`config.mk`:
```
export PLATFORM = sky130hd
export DESIGN_NAME = reset_cond_flat
export DESIGN_NICKNAME = d
export VERILOG_FILES = /design/src/rtl/reset_cond_pkg.sv /design/src/rtl/reset_cond_if.sv /design/src/rtl/reset_cond_pin_filter.sv /design/src/rtl/reset_cond.sv /design/src/flat_wrapper.sv
export SDC_FILE = /design/constraint.sdc
export NUM_CORES = 1
export LEC_CHECK = 0
export ABC_AREA = 0
export BUFFER_PORTS_ARGS = -buffer_cell sky130_fd_sc_hd__buf_4
export CELL_PAD_IN_SITES_DETAIL_PLACEMENT = 1
export CELL_PAD_IN_SITES_GLOBAL_PLACEMENT = 2
export CORE_MARGIN = 2
export CORE_UTILIZATION = 41
export DETAILED_ROUTE_END_ITERATION = 8
export PLACE_DENSITY_LB_ADDON = 0.1
export SYNTH_ARGS = -nofsm -noshare
export SYNTH_HDL_FRONTEND = slang
export SYNTH_SLANG_ARGS = --single-unit
```
`constraint.sdc`:
```
create_clock -name clock_160 -period 2.46 [get_ports clock_160]
set_clock_uncertainty 0.15 [all_clocks]
set_input_delay 0.246 -clock clock_160 [delete_from_list [all_inputs] [get_ports clock_160]]
set_output_delay 0.246 -clock clock_160 [all_outputs]
set_load 0.005 [all_outputs]
```
`src/rtl/reset_cond_pkg.sv`:
```
// p1v_reset_pkg: shared FSM state encoding and reset-cause codes for reset_cond.
package p1v_reset_pkg;
    typedef enum logic [1:0] {POR, RUN, HOLD, STRETCH} state_t;
    localparam logic [1:0] CAUSE_POWER = 2'b00;
    localparam logic [1:0] CAUSE_TACT  = 2'b01;
    localparam logic [1:0] CAUSE_PLUG  = 2'b10;
    localparam logic [1:0] CAUSE_BOTH  = 2'b11;
    function automatic logic [1:0] cause_of(input logic tact_act, input logic plug_act);
        return (tact_act ? CAUSE_TACT : CAUSE_POWER) | (plug_act ? CAUSE_PLUG : CAUSE_POWER);
    endfunction
endpackage

```
`src/rtl/reset_cond_if.sv`:
```
// reset_cond_if: raw reset sources in, conditioned reset out.
// The cause/cause_cnt signals exist only when RESET_CAUSE_EN is defined.
interface reset_cond_if;
    logic       tact_resn;
    logic       plug_resn;
    logic       out_resn;
`ifdef RESET_CAUSE_EN
    logic [1:0] cause;
    logic [7:0] cause_cnt;
    modport master(output tact_resn, plug_resn, input out_resn, cause, cause_cnt);
    modport slave(input tact_resn, plug_resn, output out_resn, cause, cause_cnt);
`else
    modport master(output tact_resn, plug_resn, input out_resn);
    modport slave(input tact_resn, plug_resn, output out_resn);
`endif
endinterface

```
`src/rtl/reset_cond_pin_filter.sv`:
```
// pin_filter: 2-flop synchroniser plus stability counter for one active-low pin.
// RELEASE_FILTER=0 lets a high sample release the request at once.
module pin_filter #(
    parameter int CYCLES         = 16,
    parameter bit RELEASE_FILTER = 1'b1
) (
    input  logic clk,
    input  logic rst_n,
    input  logic i_raw,
    output logic o_req
);
    localparam int CW = $clog2(CYCLES + 1);
    localparam logic [CW-1:0] LAST = CW'(CYCLES - 1);
    logic          r_s1, r_s2, r_req;
    logic [CW-1:0] r_cnt;
    logic          w_accept;
    assign w_accept = (r_cnt == LAST) || (!RELEASE_FILTER && r_s2);
    assign o_req    = r_req;
    always_ff @(posedge clk or negedge rst_n) begin
        if (!rst_n) begin
            r_s1  <= 1'b1;
            r_s2  <= 1'b1;
            r_req <= 1'b1;
            r_cnt <= '0;
        end else begin
            r_s1 <= i_raw;
            r_s2 <= r_s1;
            if (r_s2 == r_req) r_cnt <= '0;
            else if (w_accept) begin
                r_req <= r_s2;
                r_cnt <= '0;
            end else r_cnt <= r_cnt + 1'b1;
        end
    end
endmodule

```
`src/rtl/reset_cond.sv`:
```
// reset_cond: merges debounced switch and filtered plug resets into one stretched reset.
// Define RESET_CAUSE_EN to add the cause/cause_cnt reporting registers.
module reset_cond
    import p1v_reset_pkg::*;
#(
    parameter int DEBOUNCE_CYCLES = 1600000,
    parameter int PLUG_MIN_CYCLES = 16,
    parameter int STRETCH_CYCLES  = 160000
) (
    input logic         clock_160,
    input logic         resn,
    reset_cond_if.slave bus
);
    localparam int SW = $clog2(STRETCH_CYCLES + 1);
    localparam logic [SW-1:0] TERM = SW'(STRETCH_CYCLES - 1);
    logic          w_tact_req, w_plug_req, w_req, w_term;
    state_t        r_state, w_state_next;
    logic [SW-1:0] r_cnt, w_cnt_next;
    logic          r_out_resn;
    pin_filter #(.CYCLES(DEBOUNCE_CYCLES), .RELEASE_FILTER(1'b1)) u_tact (
        .clk(clock_160), .rst_n(resn), .i_raw(bus.tact_resn), .o_req(w_tact_req)
    );
    pin_filter #(.CYCLES(PLUG_MIN_CYCLES), .RELEASE_FILTER(1'b0)) u_plug (
        .clk(clock_160), .rst_n(resn), .i_raw(bus.plug_resn), .o_req(w_plug_req)
    );
    assign w_req        = !w_tact_req || !w_plug_req;
    assign w_term       = r_cnt == TERM;
    assign bus.out_resn = r_out_resn;
    always_ff @(posedge clock_160 or negedge resn) begin
        if (!resn) begin
            r_state    <= POR;
            r_cnt      <= '0;
            r_out_resn <= 1'b0;
        end else begin
            r_state    <= w_state_next;
            r_cnt      <= w_cnt_next;
            r_out_resn <= w_state_next == RUN;
        end
    end
    // The stretch counter only runs in POR and STRETCH; every other path clears it.
    always_comb begin
        w_state_next = r_state;
        w_cnt_next   = '0;
        case (r_state)
            POR:     if (w_term) w_state_next = w_req ? HOLD : RUN;
                     else w_cnt_next = r_cnt + 1'b1;
            RUN:     if (w_req) w_state_next = HOLD;
            HOLD:    if (!w_req) w_state_next = STRETCH;
            STRETCH: if (w_req) w_state_next = HOLD;
                     else if (w_term) w_state_next = RUN;
                     else w_cnt_next = r_cnt + 1'b1;
        endcase
    end
`ifdef RESET_CAUSE_EN
    logic [1:0] r_cause, w_cause;
    logic [7:0] r_cause_cnt;
    assign w_cause       = cause_of(!w_tact_req, !w_plug_req);
    assign bus.cause     = r_cause;
    assign bus.cause_cnt = r_cause_cnt;
    always_ff @(posedge clock_160 or negedge resn) begin
        if (!resn) begin
            r_cause     <= CAUSE_POWER;
            r_cause_cnt <= '0;
        end else if (r_state == RUN && w_req) begin
            r_cause <= w_cause;
            if (r_cause_cnt != 8'hff) r_cause_cnt <= r_cause_cnt + 1'b1;
        end else if (r_state == HOLD || r_state == STRETCH) r_cause <= r_cause | w_cause;
    end
`endif
endmodule
```
`src/flat_wrapper.sv`:
```
// flat-port wrapper written by rule: the top's interface ports become plain ports
module reset_cond_flat import p1v_reset_pkg::*;
#(
    parameter int DEBOUNCE_CYCLES = 1600000,
    parameter int PLUG_MIN_CYCLES = 16,
    parameter int STRETCH_CYCLES  = 160000
)
  (clock_160, resn, bus_tact_resn, bus_plug_resn, bus_out_resn);
  reset_cond_if bus_i ();
  input logic clock_160;
  input logic resn;
  input wire logic [$bits(bus_i.tact_resn)-1:0] bus_tact_resn;
  input wire logic [$bits(bus_i.plug_resn)-1:0] bus_plug_resn;
  output wire logic [$bits(bus_i.out_resn)-1:0] bus_out_resn;
  assign bus_i.tact_resn = bus_tact_resn;
  assign bus_i.plug_resn = bus_plug_resn;
  assign bus_out_resn = bus_i.out_resn;
  reset_cond #(.DEBOUNCE_CYCLES(DEBOUNCE_CYCLES), .PLUG_MIN_CYCLES(PLUG_MIN_CYCLES), .STRETCH_CYCLES(STRETCH_CYCLES)) u_core (.clock_160(clock_160), .resn(resn), .bus(bus_i));
endmodule
```
==> summary.txt, run 1 <==
Outcome
  – Run status: complete, no violations

Cells and area
  – Layout net count: 276
  – Leading cell type in the layout, fill and taps excluded: nor2_1
  – Diodes inserted: 0
  – Post-Layout Cell Count: 340
  – Layout area overhead: 10.2%
  – Share of post-route cells with drive strength above 1: 11.7%
  – Commonest cells after routing, fill and taps aside: nor2_1 (52), dfrtp_1 (47), xor2_1 (25), nand3_1 (21)

Clock network
  – Clock buffer count from CTS: 5
  – Worst-skew pair later-pin latency: 0.31 ns
  – CTS tree: yes
  – Post-CTS setup buffer count: 0
  – Reg clk slew, reported paths: 0.09 ns
  – Clk root buf: clkbuf_8
  – H-tree depth: 2
  – CTS Sinks: 53
  – Max Root-Sink Buffers: 2

Worst setup path
  – CP arrival: 2.10 ns
  – CP Launch Type: flip-flop
  – FF-to-FF Start: u_core.r_cnt[10]
  – Crit path max fanout: 4
  – Buf/Inv on CP: 0
  – FF-to-FF path depth: 5
  – Slowest cell on crit path: or3_1
  – WP data required: between 2 and 2.5 ns
  – CP endpoint kind: flip-flop
  – R2R Setup Slk: 0.40 ns
  – Cells along the critical path: nor4b_1 -> nand3_1 -> or3_1 -> a31o_2 -> a2bb2oi_1
  – Crit Reg-Reg Endpoint: u_core.bus.out_resn
  – WS Path Type: reg -> reg
  – CP peak stage delay: 0.43 ns
  – Cell family with most CP delay: simple AND/OR/NAND/NOR gates

Synth
  – Gate Count Post-Synth: roughly 260
  – Syn nets: 267
  – Synth Flop Type: dfrtp_1
  – Post-synth design cell area: roughly 2600 µm²
  – Sequential area share after synthesis: between 50% and 60%
  – Mean Syn Cell Area: between 10 and 15 µm²
  – Asr flop ratio synth: 100%
  – Number of synthesized flops with an enable pin: 0
  – Unique masters post-synth: 35
  – Yosys warning count: 0
  – Post-synthesis register bit count: 53

STA
  – Worst Tran Pin Value: 0.690 ns
  – RSZ-0062 raised after global routing: no
  – Fin crit share: 83.9%
  – Slew margin rel.: 54.0%
  – Endpoints failing hold: 0
  – Setup ws final: approximately 0.40 ns
  – Minimum clock period: approximately 2.1 ns
  – Hold WS: 0.210 ns
  – Fmax: 485 MHz
  – Setup TNS: 0 ns
  – Count of pins over their slew limit: 0
  – # setup viols final: 0

GRT
  – Met1 Use GR: 21.0%
  – Top Usage Layer GRT: met2
  – Global-route wire length before repair: 8710 µm
  – Largest net degree at the start of global routing: 54
  – Grt ovf: 0
  – Met2 usage: roughly a quarter
  – Initial antenna violation count: 0
  – Vias in the first global route: roughly 1900
  – GR Util met3: 2.68%
  – Overall global routing resource usage: approximately 15%

Floorplan
  – # IOs: 5
  – DIE HEIGHT: 83 µm
  – Die X: 83 µm
  – Cell Rows: 28
  – Placeable Area: between 5000 and 6000 µm²
  – Total die area: 6890 µm²
  – Initial Util: 42.7%

Power and ir drop
  – Pwr/cell area: 555 nW/µm²
  – IR drop worst, VDD: about 280 µV
  – Pleak: around 1.2 nW

Route
  – Wire per inst: 13.8 µm
  – Starting DRC count in detailed routing: 42
  – DRT antenna net count: 0
  – DRC Markers: 0
  – Vias: between 1500 and 2000
  – Vias per cell: 5.12
  – Drt first pass iters: 6
  – Final WL: ~4700 µm

Placement
  – Routability cong.: slightly above 0.7
  – Pre-CTS WS: 0.401 ns
  – Port bufs: 4
  – Placed insts: roughly 330
  – Detailed Place HPWL: 3200 µm

Job
  – Max cap viols: 0

Hold path
  – Hold path cells: 0
  – Hold Path Sink: u_core.u_tact.r_s2
  – Type of the worst min-delay path: reg -> reg
  – Hold Crit Start: u_core.u_tact.r_s1
synth_stat cells (all sizes together), types with 2 or more instances:
library cell | n | area [µm²]
nand3 | 21 | 105
nor4 | 4 | 25.0
a2bb2oi | 2 | 17.5
inv | 9 | 33.8
o21ai | 2 | 10.0
a21oi | 3 | 15.0
dfstp | 6 | 158
xnor2 | 13 | 114
nor3 | 6 | 45.0
ha | 8 | 100
xor2 | 25 | 219
nand4 | 9 | 62.6
and3 | 6 | 37.5
dfrtp | 47 | 1180
nor2 | 55 | 214
buf | 3 | 17.5
nor4b | 2 | 17.5
and4 | 4 | 35.0
nand2b | 2 | 12.5
clkbuf | 5 | 18.8
nand2 | 13 | 48.8
what timing repair did:
action / 4_1_cts / 5_1_grt
hold endpoints to repair: 49 / 0
gates resized for setup: 0 / 0
hold buffers: 3 / 0
kinds of logic (layout without fill, tap and decap cells):
| family | after synthesis | count (layout) | share of synthesized area (%) |
|---|---|---|---|
| compound gates | 11 | 11 | 2.89 |
| xor+xnor | 38 | 38 | 13.0 |
| fa+ha+maj | 8 | 8 | 3.91 |
| buf+inv | 17 | 27 | 2.74 |
| flops | 53 | 53 | 52.1 |
| mux | 1 | 1 | 0.440 |
| simple gates | 127 | 127 | 24.9 |
registers in the layout, indices dropped and copies added (netlist names):
register and flops:
u_core.r_cnt 18, u_core.u_plug.o_req 1, u_core.r_state 2, u_core.u_plug.r_s2 1
u_core.u_tact.o_req 1, u_core.bus.out_resn 1, u_core.u_plug.r_cnt 5, u_core.u_tact.r_cnt 21
u_core.u_tact.r_s1 1, u_core.u_tact.r_s2 1, u_core.u_plug.r_s1 1
layer usage:
metal	wire [µm]	part of all wire [%]	vias to the layer above
met5	0	0	-
met4	93	2.0	0
met3	72	1.5	8
met2	2200	47	8
met1	2340	50	850
li1	-	-	874
worst max path at each step:
stage,startpoint,endpoint,depth (start not counted)
after floorplan,u_core.r_cnt[10],u_core.r_cnt[2],7
after global placement,u_core.r_cnt[10],u_core.bus.out_resn,5
after detailed placement,u_core.r_cnt[11],u_core.bus.out_resn,5
after CTS,u_core.r_cnt[11],u_core.bus.out_resn,5
after global routing,u_core.r_cnt[10],u_core.r_cnt[16],6
final,u_core.r_cnt[10],u_core.bus.out_resn,5
power breakdown:
part,internal [mW],leakage (nW),switching [mW]
Clock,0.331,0.0574,0.292
Combinational,0.0160,0.485,0.0332
Sequential,0.885,0.700,0.00861
worst register-to-register path: cells and delay by family, from the launching register on:
| family | cells | cell delay [ns] |
|---|---|---|
| AOI/OAI and AO/OA | 2 | 0.42 |
| DFF | 1 | 0.42 |
| and+or+nand+nor | 3 | 0.94 |
area by class of cell:
class	instances	area [µm²]
multi-input cells	185	1150
fillers	673	3170
clock inverters	2	37.5
repair buffers	10	82.6
clock buffers	6	82.6
well taps	75	93.8
inverters	9	33.8
flip-flops and latches	53	1330
stage by stage:
stage / power (mW) / utilization, % / instance area, µm²
detailed placement: 0.959 / 44.5 / 2670
finish: 1.57 / 47.1 / 2820
global route: 1.63 / 47.1 / 2820
global placement: 0.957 / 44.5 / 2670
CTS: 1.60 / 47.1 / 2820
floorplan: 0.929 / - / 2560
Power figures use the tool's default switching activity.
==> inputs of run 2 (changes only) <==
Clock period 2.46 ns to 2 ns, I/O delays scaled along.
==> summary.txt, run 2 (synthesized netlist as in run 1, its figures left out) <==
Hold path
  – Type of the worst min-delay path: reg -> reg
  – Hold Crit Start: u_core.u_tact.r_s1

Worst setup path
  – CP endpoint kind: flip-flop
  – Worst setup path start: u_core.r_cnt[9]
  – CP arrival: 2.02 ns (-0.08 ns)
  – CP Launch Type: flip-flop
  – WP data required: 2.04 ns (-0.45 ns)
  – WS Path Type: reg -> reg
  – Crit path max fanout: 4 (unchanged)
  – FF-to-FF Start: u_core.r_cnt[9]

GRT
  – Vias in the first global route: 2042 (+8.8%)
  – Grt ovf: 0 (unchanged)
  – Global-route wire length before repair: 9440 µm (+8.3%)
  – Largest net degree at the start of global routing: 54 (unchanged)
  – Initial antenna violation count: 0 (unchanged)
  – Overall global routing resource usage: 16.8% (+1.4 points)

STA
  – Fmax: 506 MHz (+4.5%)
  – Count of pins over their slew limit: 0 (unchanged)
  – Worst Tran Pin Value: 0.671 ns (-0.0195 ns)
  – Slew margin rel.: 55.3% (+1.3 points)
  – Fin crit share: 98.7% (+15 points)
  – RSZ-0062 raised after global routing: yes
  – Minimum clock period: 1.97 ns (-0.0891 ns)
  – # setup viols final: 0 (unchanged)
  – Endpoints failing hold: 0 (unchanged)

Route
  – M1 WL: 2390 µm (+2.2%)
  – Wire per inst: 14.6 µm (+5.5%)
  – Final WL: 5190 µm (+10%)
  – DRT antenna net count: 0 (unchanged)
  – Drt first pass iters: 4 (-2)
  – Starting DRC count in detailed routing: 73 (+74%)
  – Vias: 1812 (+4.1%)
  – Vias per cell: 5.09 (-0.54%)
  – Met3 WL post-DR: 113 µm (+57%)
  – Routed length on met2: 2650 µm (+21%)
  – Uppermost layer routed: met4
  – DRC Markers: 0 (unchanged)

Cells and area
  – Most flop-heavy register: u_core.u_tact.r_cnt
  – Layout area overhead: 16.8%
  – Post-Layout Cell Count: 356 (+4.7%)
  – Max reg flops: 21 (unchanged)
  – Fill count: 666 (-1.0%)
  – Finished Cell Area: 2990 µm² (+6.0%)
  – Share of post-route cells with drive strength above 1: 18.9% (+7.2 points)
  – Commonest cells after routing, fill and taps aside: nor2_1 (52), dfrtp_1 (46), xor2_1 (25), nand3_1 (21), buf_4 (21)
  – Layout net count: 292 (+5.8%)
  – Largest registers: u_core.u_tact.r_cnt x21, u_core.r_cnt x18, u_core.u_plug.r_cnt x5
  – Leading cell type in the layout, fill and taps excluded: nor2_1
  – Diodes inserted: 0 (unchanged)

Floorplan
  – Die X: 83 µm (unchanged)
  – Initial Util: 42.7% (unchanged)
  – Placeable Area: 5990 µm² (unchanged)
  – Cell Rows: 28 (unchanged)
  – # IOs: 5 (unchanged)
  – DIE HEIGHT: 83 µm (unchanged)
  – Total die area: 6890 µm² (unchanged)

Clock network
  – Worst-skew pair later-pin latency: 0.31 ns (about the same)
  – Clock buffer count from CTS: 5 (unchanged)
  – CTS tree: yes
  – Max Root-Sink Buffers: 2 (unchanged)
  – CTS Sinks: 53 (unchanged)
  – H-tree depth: 2 (unchanged)
  – Clk root buf: clkbuf_8
  – Reg clk slew, reported paths: 0.10 ns (about the same)

Placement
  – Port bufs: 4 (unchanged)
  – Routability cong.: 0.735 (+3.8%)
  – Placed insts: 345 (+4.9%)
  – Detailed Place HPWL: 3620 µm (+13%)
  – Dpl cell area: 2810 µm² (+5.4%)

Power and ir drop
  – IR drop worst, VDD: 444 µV (+60%)
  – Total chip power: 1.93 mW (+23%)
  – Pleak: 1.34 nW (+7.6%)
  – Pwr/cell area: 645 nW/µm² (+16%)

Outcome
  – Run status: complete, no violations

Job
  – Max cap viols: 0 (unchanged)
-- run 2: per-layer routing --
metal | global-route usage [%] | vias up
li1 | - | 901
met3 | 4.47 | 4
met1 | 20.4 | 898
met4 | 4.02 | 0
met2 | 29.8 | 9
met5 | 0 | -
-- run 2: final timing paths --
| kind | end | slack [ns] | cells after the start |
|---|---|---|---|
| worst max-delay path | u_core.bus.out_resn | 0.03 | 5 |
| worst max register to register | u_core.bus.out_resn | 0.03 | 5 |
| min in group asynchronous | u_core.bus.out_resn | 0.31 | 2 |
| worst min-delay path | u_core.u_tact.r_s2 | 0.21 | 0 |
| max in group asynchronous | u_core.r_state[0] | 0.92 | 2 |
| worst min register to register | u_core.u_tact.r_s2 | 0.21 | 0 |
-- run 2: per-stage QoR --
stage | util, % | setup WS (ns) | hold WS (ns) | TNS [ns]
after global placement | 47.0 | 0.0877 | 0.139 | 0
after global routing | 49.9 | -0.105 | 0.220 | -0.507
after floorplan | - | 0.0881 | -0.246 | 0
final | 49.9 | 0.0254 | 0.212 | 0
after CTS | 49.5 | 0.0149 | 0.214 | 0
after detailed placement | 47.0 | -0.00945 | 0.135 | -0.00945
-- run 2: critical path, stage by stage (launching register included) --
cell	delay, ns
dfrtp_1	0.43
nor4b_2	0.30
nand3_1	0.15
or3_4	0.41
a31o_2	0.27
a2bb2oi_1	0.14
-- run 2: timing repair --
item	4_1_cts	5_1_grt
setup endpoints to repair	1	21
endpoints found under the hold margin	49	0
pin swaps	0	3
hold buffers	3	0
buffers inserted	0	0
resized for setup	1	5
-- run 2: power breakdown --
part / internal (mW) / total (mW) / switching (mW)
Clock: 0.382 / 0.760 / 0.378
Combinational: 0.0250 / 0.0688 / 0.0438
Sequential: 1.09 / 1.10 / 0.00914
Total: 1.50 / 1.93 / 0.431
-- run 2: cell type report --
type                    count  area, µm²  area share (%)
multi-input cells         185       1180            39.6
repair buffers             26        228            7.62
well taps                  75       93.8            3.14
clock inverters             3       47.5            1.59
inverters                   9       33.8            1.13
flip-flops and latches     53       1340            44.7
clock buffers               5       68.8            2.30
